`config.mk`:
```
export PLATFORM = sky130hd
export DESIGN_NAME = mvm_sequencer
export DESIGN_NICKNAME = d
export VERILOG_FILES = /design/src/rtl/mvm_pkg.sv /design/src/rtl/mvm_skew_gen.sv /design/src/rtl/mvm_sequencer.sv
export SDC_FILE = /design/constraint.sdc
export NUM_CORES = 1
export LEC_CHECK = 0
export BUFFER_PORTS_ARGS = -buffer_cell sky130_fd_sc_hd__buf_4
export CAP_MARGIN = 20
export CORE_ASPECT_RATIO = 0.9
export CORE_MARGIN = 2
export CORE_UTILIZATION = 48
export CTS_CLUSTER_DIAMETER = 60
export DETAILED_ROUTE_END_ITERATION = 7
export HOLD_SLACK_MARGIN = 0.1
export PLACE_DENSITY = 0.89
export SLEW_MARGIN = 20
export SYNTH_ARGS = -nofsm -noshare
export SYNTH_HDL_FRONTEND = slang
export SYNTH_HIERARCHICAL = 1
export SYNTH_SLANG_ARGS = --single-unit
export TNS_END_PERCENT = 20
```
`constraint.sdc`:
```
create_clock -name clk -period 3.3 [get_ports clk]
set_input_delay 0.165 -clock clk [delete_from_list [all_inputs] [get_ports clk]]
set_output_delay 0.165 -clock clk [all_outputs]
set_load 0.01 [all_outputs]
```
`src/rtl/mvm_pkg.sv`:
```
`default_nettype none
// ============================================================================
//  Module      : mvm_pkg
//  Description : Shared types and default sizing for the matrix-vector
//                multiply sequencer and its skew generator.
//  Revision    : 1.0  initial release
// ============================================================================
package mvm_pkg;

  // Sequencer states; IDLE is the reset state.
  typedef enum logic [2:0] {
    S_IDLE      = 3'd0,
    S_CLEAR     = 3'd1,
    S_FILL      = 3'd2,
    S_WAIT_FILL = 3'd3,
    S_COMPUTE   = 3'd4,
    S_DRAIN     = 3'd5,
    S_FINISH    = 3'd6
  } mvm_state_t;

  // Default array geometry.
  localparam int NUM_ROWS_DEF = 8;
  localparam int VEC_LEN_DEF  = 8;

  // Counter width able to hold the longest COMPUTE index for the defaults.
  localparam int CNT_W = $clog2(VEC_LEN_DEF + NUM_ROWS_DEF);

  // The vector (B) FIFO sits above the row FIFOs in the enable/empty vectors.
  localparam int B_IDX = NUM_ROWS_DEF;

endpackage
`default_nettype wire

```
`src/rtl/mvm_skew_gen.sv`:
```
`default_nettype none
// ============================================================================
//  Module      : mvm_skew_gen
//  Description : Systolic read-enable skew. Row FIFO i is read during COMPUTE
//                counts i .. i+VEC_LEN-1, the vector FIFO during 0..VEC_LEN-1.
//                MAC enables are the row read enables delayed one cycle to
//                line up with FIFO read data.
//  Revision    : 1.0  initial release
// ============================================================================
module mvm_skew_gen
  import mvm_pkg::*;
#(
  parameter int NUM_ROWS  = NUM_ROWS_DEF,
  parameter int VEC_LEN   = VEC_LEN_DEF,
  parameter int CNT_WIDTH = CNT_W,
  parameter int B_BIT     = B_IDX
) (
  input  logic                 clk,
  input  logic                 rst_n,
  input  logic [CNT_WIDTH-1:0] cnt,
  input  logic                 active,
  input  logic                 hold,
  output logic [NUM_ROWS:0]    rden_req,
  output logic [NUM_ROWS:0]    rden,
  output logic [NUM_ROWS-1:0]  mac_en
);

  int cnt_i;

  assign cnt_i = {{(32-CNT_WIDTH){1'b0}}, cnt};

  // Requested read window for every FIFO at the current COMPUTE count.
  always_comb begin
    rden_req = '0;
    if (active) begin
      rden_req[B_BIT] = (cnt_i < VEC_LEN);
      for (int i = 0; i < NUM_ROWS; i++) begin
        rden_req[i] = (cnt_i >= i) && (cnt_i < i + VEC_LEN);
      end
    end
  end

  // A faulting cycle must not pop anything.
  assign rden = hold ? '0 : rden_req;

  // MAC enables follow the granted row reads by one cycle (read latency).
  always_ff @(posedge clk or negedge rst_n) begin
    if (!rst_n) begin
      mac_en <= '0;
    end else begin
      mac_en <= rden[NUM_ROWS-1:0];
    end
  end

endmodule
`default_nettype wire

```
`src/rtl/mvm_sequencer.sv`:
```
`default_nettype none
// ============================================================================
//  Module      : mvm_sequencer
//  Description : Top-level controller for the matrix-vector multiply datapath.
//                Clears the MACs, launches the FIFO fill, then streams skewed
//                FIFO reads / MAC enables and reports done or underflow.
//  Revision    : 1.0  initial release
// ============================================================================
module mvm_sequencer
  import mvm_pkg::*;
#(
  parameter int NUM_ROWS   = NUM_ROWS_DEF,
  parameter int VEC_LEN    = VEC_LEN_DEF,
  parameter int ADDR_WIDTH = 32
) (
  input  logic                  clk,
  input  logic                  rst_n,
  input  logic                  start,
  input  logic [ADDR_WIDTH-1:0] base_addr,
  output logic                  busy,
  output logic                  done,
  output logic                  err,
  output logic                  fill_start,
  output logic [ADDR_WIDTH-1:0] fill_addr,
  input  logic                  fill_done,
  input  logic [NUM_ROWS:0]     fifo_empty,
  output logic [NUM_ROWS:0]     fifo_rden,
  output logic                  mac_clr,
  output logic [NUM_ROWS-1:0]   mac_en
);

  localparam int                   CNT_WIDTH = $clog2(VEC_LEN + NUM_ROWS);
  localparam logic [CNT_WIDTH-1:0] CNT_LAST  = CNT_WIDTH'(VEC_LEN + NUM_ROWS - 2);

  mvm_state_t           state;
  logic [CNT_WIDTH-1:0] cnt;
  logic [NUM_ROWS:0]    rden_req;
  logic                 computing;
  logic                 underflow;

  assign computing = (state == S_COMPUTE);
  // Any requested read of an empty FIFO aborts the operation this cycle.
  assign underflow = computing && |(rden_req & fifo_empty);

  mvm_skew_gen #(
    .NUM_ROWS  (NUM_ROWS),
    .VEC_LEN   (VEC_LEN),
    .CNT_WIDTH (CNT_WIDTH),
    .B_BIT     (NUM_ROWS)
  ) u_skew (
    .clk      (clk),
    .rst_n    (rst_n),
    .cnt      (cnt),
    .active   (computing),
    .hold     (underflow),
    .rden_req (rden_req),
    .rden     (fifo_rden),
    .mac_en   (mac_en)
  );

  // Control FSM with registered outputs. In WAIT_FILL, cnt doubles as the
  // first-cycle marker so a stale fill_done level is not taken as completion.
  always_ff @(posedge clk or negedge rst_n) begin
    if (!rst_n) begin
      state      <= S_IDLE;
      cnt        <= '0;
      busy       <= 1'b0;
      done       <= 1'b0;
      err        <= 1'b0;
      fill_start <= 1'b0;
      fill_addr  <= '0;
      mac_clr    <= 1'b0;
    end else begin
      done       <= 1'b0;
      fill_start <= 1'b0;
      mac_clr    <= 1'b0;
      case (state)
        S_IDLE: begin
          if (start) begin
            fill_addr <= base_addr;
            err       <= 1'b0;
            busy      <= 1'b1;
            mac_clr   <= 1'b1;
            state     <= S_CLEAR;
          end
        end
        S_CLEAR: begin
          fill_start <= 1'b1;
          state      <= S_FILL;
        end
        S_FILL: begin
          cnt   <= '0;
          state <= S_WAIT_FILL;
        end
        S_WAIT_FILL: begin
          if (cnt == '0) begin
            cnt <= CNT_WIDTH'(1);
          end else if (fill_done) begin
            cnt   <= '0;
            state <= S_COMPUTE;
          end
        end
        S_COMPUTE: begin
          if (underflow) begin
            err   <= 1'b1;
            done  <= 1'b1;
            state <= S_FINISH;
          end else if (cnt == CNT_LAST) begin
            state <= S_DRAIN;
          end else begin
            cnt <= cnt + CNT_WIDTH'(1);
          end
        end
        S_DRAIN: begin
          done  <= 1'b1;
          state <= S_FINISH;
        end
        S_FINISH: begin
          busy  <= 1'b0;
          cnt   <= '0;
          state <= S_IDLE;
        end
        default: begin
          state <= S_IDLE;
        end
      endcase
    end
  end

endmodule
`default_nettype wire

```
==> flow_summary_export.csv, run 1 <==
group,metric,value,unit
status,status,"finished clean",
synth,synthTopCellsByArea,"dfrtp_1 54%, mux2_1 15%, ha_1 3.6%, nor2_1 2.5%, buf_4 1.5%",
setup_path,critPathRequiredTime,3.13,ns
finish,area_growth,51.7,%
cts,path_clk_slew,0.09,ns
setup_path,r2r_end,"u_skew/mac_en[0]",
floorplanning,die_h,71.4,µm
finish,fin_nets,384,
synth,synth_cell_types,44,
routing,drcViolationCount,0,
routing,wl_per_cell,16.9,µm
floorplanning,fp.dieW,78.9,µm
synth,synth_largest_area_cell,"dfrtp_1",
synth,dominantRegCellSynth,"dfrtp_1",
synth,synth_top_area_frac,0.537,
synth,ys_warn_count,6,
timing,slew_viol_final,0,
timing,setup_viol,0,
setup_path,reg2reg_from,"cnt[3]",
finish,drive_gt1_frac,0.405,
routing,vias,2104,
cts,numClockSinks,52,
cts,clkLatencyLatePin,0.30,ns
floorplanning,start_util,0.498,
routing,wl,6730,µm
setup_path,startpoint_type,"flop",
floorplanning,core_area,4860,µm²
cts,root_buffer,"clkbuf_8",
timing,slew_headroom,0.569,
floorplanning,rows,24,
global_route,grt_max_degree,53,
finish,diodes,0,
setup_path,worstSetupPathType,"reg -> out",
cts,htree_levels,2,
timing,fin_skew,0.00854,ns
setup_path,cp-endpoint,"fifo_rden[6]",
timing,max_freq,323,MHz
routing,viasPerCell,5.29,
setup_path,ff2ff_setup_slack,0.74,ns
cts,cts-buffers-inserted,5,
routing,ant_nets,0,
placement,dp_hpwl,4190,µm
synth,synth-edff-count,0,
setup_path,r2r_cells,10,
power,power_leakage,1.75,nW
synth,syn_area,2420,µm²
power,p_total,2.53,mW
setup_path,startpoint,"cnt[3]",
setup_path,crit_fanout,8,
cts,clk_path_buf_depth,2,
global_route,grt_pass1_vias,2197,
flow_run,cap_violations,0,
global_route,grt_pass1_wl,11000,µm
power,ir_drop,0.000548,V
floorplanning,ios,99,
global_route,track_usage,0.253,
synth,synth_async_sr_flop_share,1.00,
placement,placed_cells,355,
power,power_density,687,nW/µm²
global_route,grt_use_met3,0.0579,
global_route,grt_use_met1,0.309,
timing,min_period,3.10,ns
global_route,grt.met2_usage,0.441,
placement,port_buffers,98,
timing,worst_slew_pin_slew,0.646,ns
global_route,busiest_layer,"met2",
timing,timing.final.crit_share,0.939,
setup_path,endpoint_kind,"output port",
timing,hold_viol,0,
global_route,antenna_found_initial,0,
synth,avgSynthCellArea,12.2,µm²
cts,cts_tree,"done",
placement,gp_congestion,0.962,
worst_hold_path,hold_class,"in -> reg",
floorplanning,die_area,5640,µm²
synth,syn_inst,199,
global_route,grt.overflow.total,0,
routing,drtPass1Iterations,4,
setup_path,arrival,2.93,ns
finish,finalNonFillerCells,398,
routing,initialDrtViolationCount,129,
synth,synth_nets,251,
timing,totalNegativeSetupSlack,0,ns
synth,ys_ff_latch,52,
synth,yosysSeqAreaShare,0.537,
[Yosys cell counts, drive strengths merged, types with 3 or more instances]
master	instances
a22oi	4
inv	8
nor3	3
mux2	33
and2	4
nor3b	5
a31oi	3
nor2	17
nand2b	3
and3	3
nand3	6
dfrtp	52
o21ai	11
buf	7
ha	7
nand2	9
a21oi	3
nor2b	4
[state kept, by name (all words and copies together), names as in the netlist]
signal and cells:
err 1, fill_addr 32, done 1, busy 1, fill_start 1, u_skew/mac_en 8
mac_clr 1, state 3, cnt 4
[cell families (layout without fill, tap and decap cells)]
family | count (synthesis) | count (layout) | share of synthesized area
buffers and inverters | 17 | 151 | 0.0377
flip-flops | 52 | 52 | 0.537
AND/OR/NAND/NOR | 57 | 57 | 0.135
AO/OA/AOI/OAI | 31 | 31 | 0.0918
adder cells (fa/ha/maj) | 7 | 7 | 0.0361
multiplexers | 35 | 35 | 0.163
[area by class of cell]
type / count / area, µm²
timing repair buffer: 135 / 1100
clock buffer: 5 / 68.8
clock inverter: 3 / 46.3
inverter: 8 / 30.0
fill: 305 / 1190
multi-input combinational: 130 / 1050
tap: 65 / 81.3
sequential: 52 / 1310
[layer usage]
metal	vias to the layer above	wire length [µm]	part of all wire
li1	969	-	-
met1	1012	2640	0.39
met2	103	3380	0.50
met3	20	529	0.079
met4	0	184	0.027
met5	-	0	0
[placed cells by master (no fill, tap or decap), types with 2 or more instances in the layout]
cell type	netlist	routed
ha_1	7	6
buf_4	5	102
nor3b_2	2	3
dlygate4sd3_1	0	33
o21ai_1	6	6
o21ai_0	5	5
nand2_1	7	6
dfrtp_2	0	5
a31oi_1	3	2
a22oi_1	3	3
inv_2	2	2
a221oi_2	2	2
and3_1	2	2
dfrtp_1	52	47
clkbuf_8	0	5
nor3b_1	3	2
nand2_2	2	3
mux2i_1	2	2
a21oi_1	3	3
mux2_1	32	32
nor2b_1	4	4
nand2b_1	2	2
o21a_1	2	2
and2_1	3	3
or3_1	2	2
nor2_1	16	16
nand3_1	6	6
inv_1	6	6
[how the worst min path moves through the flow]
stage | endpoint | cells after the start | slack, ns | startpoint
2_1_floorplan | busy | 0 | -0.13 | rst_n
3_3_place_gp | u_skew/mac_en[3] | 1 | 0.23 | rst_n
3_5_place_dp | u_skew/mac_en[1] | 1 | 0.23 | rst_n
4_1_cts | state[2] | 2 | 0.14 | fill_done
5_1_grt | state[2] | 2 | 0.14 | fill_done
6_report | state[2] | 2 | 0.15 | fill_done
[what timing repair did]
| action | in CTS | in global routing |
|---|---|---|
| hold buffers | 33 | 0 |
| gates resized for setup | 2 | 7 |
| pin swaps | 0 | 0 |
| hold endpoints to repair | 84 | 0 |
| setup endpoints to repair | 2 | 5 |
| setup buffers | 0 | 2 |
[worst max-delay path, cell delays in order (launching register included)]
cell and delay, ns:
dfrtp_2 0.47, inv_1 0.18, ha_1 0.27, and2_1 0.15, a222oi_1 0.27, and3_2 0.27, and2_2 0.20, nor2_1 0.09
nand2b_1 0.25, a221oi_2 0.30, buf_4 0.19
[where the power goes]
part	internal [mW]	switching (mW)	leakage (nW)
sequential	0.879	0.171	0.645
combinational	0.554	0.479	1.05
clock	0.229	0.216	0.0548
[through the flow]
step	util	setup WS, ns	area [µm²]	hold slack, ns
floorplan	-	0.702	2420	-0.131
global placement	0.657	0.469	3200	0.232
detailed placement	0.657	0.293	3200	0.229
CTS	0.749	0.0421	3640	0.142
global route	0.756	-0.0131	3680	0.141
finish	0.756	0.200	3680	0.152
No activity file was read; power rests on OpenSTA's default activity.
==> run 2, diff against run 1 <==
Settings changed: ABC_AREA set to 1, PLACE_DENSITY 0.89 to 0.88.
==> flow_summary_export.csv, run 2 <==
group,metric,value,unit
routing,viasPerCell,4.72,
synth,synth_top_area_frac,0.527,
routing,vias,2346,
timing,min_period,2.91,ns
placement,gp_congestion,0.934,
setup_path,cpLargestDelayFamily,"simple AND/OR/NAND/NOR gates",
timing,slew_headroom,0.514,
status,status,"finished clean",
synth,synth_cell_types,26,
finish,area_growth,47.4,%
global_route,grt_pass1_vias,2281,
timing,rsz0062_at_grt,"false",
finish,layout_common_cells,"142 x nand2_1, 98 x buf_4, 52 x dfrtp_1, 33 x dlygate4sd3_1",
cts,clkLatencyLatePin,0.30,ns
finish,fin_area,3640,µm²
timing,fin_ws,0.392,ns
setup_path,crit_fanout,9,
global_route,grt.overflow.total,0,
floorplanning,die_h,72.1,µm
routing,wl,6390,µm
timing,hold_viol,0,
placement,port_buffers,98,
setup_path,worstSetupPathType,"reg -> out",
global_route,track_usage,0.223,
finish,fin_nets,483,
synth,synth_nets,355,
routing,ant_nets,0,
timing,fin_skew,0.0112,ns
synth,dominantRegCellSynth,"dfrtp_1",
cts,ctsHoldBuffers,33,
setup_path,critPathSlowestCell,"dfrtp_1",
synth,avgSynthCellArea,8.15,µm²
cts,ctsResizeCount,0,
cts,cts_tree,"done",
synth,synth-edff-count,0,
timing,max_freq,344,MHz
placement,dpl_worst_slack,0.782,ns
finish,drive_gt1_frac,0.306,
power,ir_drop,0.000426,V
timing,worst_slew_pin_slew,0.727,ns
cts,clk_path_buf_depth,2,
setup_path,critPathRequiredTime,3.13,ns
global_route,grt_pass1_wl,10200,µm
setup_path,startpoint_type,"flop",
finish,reg_top3,"fill_addr (32), u_skew/mac_en (8), cnt (4)",
synth,synthTopCellsByCount,"142 x nand2_1, 52 x dfrtp_1, 21 x inv_1, 21 x nor2_1, 9 x nand3_1",
placement,placed_cells,456,
setup_path,max_stage_delay,0.55,ns
synth,syn_inst,303,
finish,final_common_cell,"nand2_1",
setup_path,arrival,2.74,ns
finish,n_fill_cell,357,
floorplanning,fp.dieW,79.6,µm
power,power_density,707,nW/µm²
setup_path,crit_chain,"ha_1, inv_1, nor2_1, nor2_2, nand2_1, inv_1, nand2_1, nand2_1, nor2_1, nand3_1, nand2_2, inv_2, nor3_1, buf_4",
cts,numClockSinks,52,
floorplanning,rows,24,
finish,largest_register,"fill_addr",
floorplanning,start_util,0.505,
finish,largest_reg_flops,32,
synth,yosysMostFrequentCell,"nand2_1",
cts,root_buffer,"clkbuf_8",
global_route,grt_max_degree,53,
cts,post-cts-setup-buffer-count,0,
cts,htree_levels,2,
routing,drcViolationCount,0,
power,power_leakage,2.06,nW
timing,timing.final.crit_share,0.881,
finish,finalNonFillerCells,497,
timing,totalNegativeSetupSlack,0,ns
synth,synth_largest_area_cell,"dfrtp_1",
floorplanning,die_area,5740,µm²
synth,syn_area,2470,µm²
synth,synthTopCellsByArea,"dfrtp_1 53%, nand2_1 22%, ha_1 3.5%, inv_1 3.2%, nor2_1 3.2%",
worst_hold_path,hold_class,"in -> reg",
timing,slew_viol_final,0,
placement,dp_hpwl,4270,µm
synth,synth_async_sr_flop_share,1.00,
routing,wl_per_cell,12.9,µm
setup_path,endpoint_kind,"output port",
placement,placed_area,3220,µm²
synth,ys_ff_latch,52,
flow_run,cap_violations,0,
synth,ys_warn_count,6,
setup_path,cpMostUsedCell,"nand2_1",
timing,setup_viol,0,
cts,path_clk_slew,0.09,ns
power,p_total,2.57,mW
setup_path,crit_buf_inv,4,
routing,drtPass1Iterations,4,
routing,initialDrtViolationCount,113,
global_route,antenna_found_initial,0,
floorplanning,core_area,4890,µm²
cts,cts-buffers-inserted,5,
finish,diodes,0,
synth,yosysSeqAreaShare,0.527,
floorplanning,ios,99,
## run 2: changes by cell type after synthesis, sizes merged, moves of 4 or more
| cell | previous run | this run |
|---|---|---|
| a22oi | 4 | 0 |
| and2 | 4 | 0 |
| inv | 8 | 28 |
| mux2 | 33 | 0 |
| nand2 | 9 | 146 |
| nand3 | 6 | 12 |
| nor2 | 17 | 27 |
| nor2b | 4 | 0 |
| nor3b | 5 | 1 |
| o21ai | 11 | 6 |
## run 2: through the flow
step,hold slack (ns),util
final,0.190,0.744
after global routing,0.194,0.744
after CTS,0.181,0.744
after detailed placement,0.234,0.657
after global placement,0.230,0.657
after floorplan,-0.131,-
## run 2: worst min-delay path, delay by kind of cell
kind / cells / cell delay, ns
buffers and inverters: 2 / 0.17
AOI/OAI and AO/OA: 1 / 0.07
and+or+nand+nor: 1 / 0.06
## run 2: path summary, 6_finish.rpt
check | start | end | slack, ns | cells after the start
min in group asynchronous | rst_n | err | 0.41 | 2
min reg2reg | fill_addr[17] | fill_addr[17] | 0.49 | 2
max reg2reg | cnt[3] | u_skew/mac_en[0] | 0.92 | 13
max | cnt[3] | fifo_rden[0] | 0.39 | 14
min | fill_done | state[0] | 0.19 | 4
max in group asynchronous | rst_n | fill_addr[16] | 2.45 | 2
## run 2: cell families (layout without fill, tap and decap cells)
group,count (synthesis),after routing,synth area share
DFF,52,52,0.527
adders and majority gates,7,7,0.0355
buffers and inverters,38,167,0.0704
and+or+nand+nor,193,193,0.334
AOI/OAI and AO/OA,12,12,0.0294
xor gates and xnor gates,1,1,0.00355
## run 2: power by group
group	internal (mW)	switching, mW
clock network	0.152	0.215
registers	0.874	0.181
logic	0.526	0.622
total	1.55	1.02
## run 2: layout make-up
cell class | count | area [µm²] | share of cell area
sequential | 52 | 1300 | 0.358
timing repair buffer | 131 | 1070 | 0.293
multi-input combinational | 213 | 995 | 0.273
inverter | 28 | 105 | 0.0289
tap | 65 | 81.3 | 0.0223
clock buffer | 5 | 68.8 | 0.0189
clock inverter | 3 | 22.5 | 0.00619
## run 2: metal layers
layer	up-vias	routed length, µm	GRT usage
li1	1170	-	-
met1	1092	2720	0.273
met2	75	3280	0.410
met3	9	300	0.0323
met4	0	94	0.0670
met5	-	0	0
==> run 3, diff against run 2 <==
Settings changed: BUFFER_PORTS_ARGS -buffer_cell sky130_fd_sc_hd__buf_4 to -buffer_cell sky130_fd_sc_hd__clkbuf_2.
==> flow_summary_export.csv, run 3 (synthesis gave the netlist of run 2 again) <==
group,metric,value,unit
status,status,"finished clean",
cts,cts_tree,"done",
power,p_total,2.50,mW
global_route,grt_pass1_vias,2280,
finish,largest_register,"fill_addr",
timing,totalNegativeSetupSlack,0,ns
placement,placed_area,2980,µm²
routing,drcViolationCount,0,
finish,layout_common_cells,"142 x nand2_1, 98 x clkbuf_2, 52 x dfrtp_1, 33 x dlygate4sd3_1",
cts,ctsHoldBuffers,33,
floorplanning,start_util,0.505,
floorplanning,die_area,5740,µm²
timing,hold_viol,0,
floorplanning,core_area,4890,µm²
setup_path,ff2ff_setup_slack,0.95,ns
cts,root_buffer,"clkbuf_8",
setup_path,critPathRequiredTime,3.13,ns
timing,max_freq,346,MHz
cts,post-cts-setup-buffer-count,0,
cts,cts-buffers-inserted,5,
timing,slew_viol_final,0,
routing,vias,2348,
finish,reg_top3,"fill_addr (32), u_skew/mac_en (8), cnt (4)",
placement,gp_congestion,0.886,
floorplanning,rows,24,
timing,setup_viol,0,
floorplanning,fp.dieW,79.6,µm
finish,drive_gt1_frac,0.305,
setup_path,worstSetupPathType,"reg -> out",
global_route,grt_pass1_wl,10000,µm
finish,largest_reg_flops,32,
timing,timing.final.crit_share,0.876,
routing,drtPass1Iterations,4,
cts,path_clk_slew,0.09,ns
routing,viasPerCell,4.71,
flow_run,cap_violations,0,
timing,slew_headroom,0.492,
power,power_density,729,nW/µm²
finish,fin_util,0.699,
power,ir_drop,0.000404,V
worst_hold_path,hold_class,"in -> reg",
floorplanning,die_h,72.1,µm
cts,ctsResizeCount,0,
placement,dp_hpwl,4150,µm
placement,port_buffers,98,
finish,area_growth,38.6,%
timing,min_period,2.89,ns
global_route,grt_max_degree,36,
setup_path,endpoint_kind,"output port",
cts,htree_levels,2,
timing,rsz0062_at_grt,"false",
finish,fin_nets,484,
finish,diodes,0,
placement,placed_cells,457,
cts,numClockSinks,52,
routing,wl,6220,µm
setup_path,crit_fanout,9,
finish,fin_area,3420,µm²
finish,final_common_cell,"nand2_1",
routing,wl_per_cell,12.5,µm
cts,clk_path_buf_depth,2,
global_route,grt.overflow.total,0,
global_route,antenna_found_initial,0,
routing,initialDrtViolationCount,112,
timing,fin_skew,0.0106,ns
power,power_leakage,2.01,nW
routing,ant_nets,0,
setup_path,arrival,2.72,ns
finish,finalNonFillerCells,498,
global_route,track_usage,0.226,
cts,clkLatencyLatePin,0.30,ns
setup_path,startpoint_type,"flop",
timing,worst_slew_pin_slew,0.761,ns
floorplanning,ios,99,
[run 3: final timing paths]
| kind | startpoint | end | cells past startpoint |
|---|---|---|---|
| min in group asynchronous | rst_n | fill_addr[27] | 2 |
| setup / recovery | cnt[3] | fifo_rden[8] | 14 |
| setup reg to reg | cnt[3] | u_skew/mac_en[0] | 13 |
| hold / removal | fill_done | state[0] | 4 |
| hold reg to reg | fill_addr[16] | fill_addr[16] | 2 |
| max in group asynchronous | rst_n | fill_addr[21] | 3 |
[run 3: stage by stage]
step	setup WS, ns	hold slack [ns]
after detailed placement	0.741	0.155
after global routing	0.0781	0.241
after CTS	0.395	0.199
after global placement	0.873	0.143
final	0.410	0.200
after floorplan	0.790	-0.131
[run 3: layout make-up]
| class | count | area (µm²) |
|---|---|---|
| fill | 384 | 1470 |
| sequential | 52 | 1300 |
| multi-input combinational | 213 | 995 |
| timing repair buffer | 132 | 828 |
| inverter | 28 | 105 |
| tap | 65 | 81.3 |
| clock buffer | 6 | 72.6 |
| clock inverter | 2 | 38.8 |
[run 3: per-layer routing]
layer	vias up	track usage	wire [µm]
li1	1174	-	-
met1	1075	0.264	2470
met2	86	0.415	3250
met3	13	0.0522	386
met4	0	0.0632	109
met5	-	0	0
[run 3: power by group]
part           switching [mW]  internal [mW]
Clock                   0.203          0.229
Combinational           0.615          0.397
Sequential              0.177          0.874
Total                   0.995           1.50
[run 3: worst max-delay path, cell delays in order, from the launching register on]
cell	delay, ns
dfrtp_1	0.53
inv_2	0.10
ha_1	0.21
nand2_1	0.06
nand2_1	0.09
o21ai_1	0.18
inv_1	0.06
nand2_1	0.07
nand2_1	0.05
nor2_1	0.17
nand3_1	0.12
nand2_2	0.17
inv_2	0.12
nor3_1	0.31
clkbuf_2	0.20
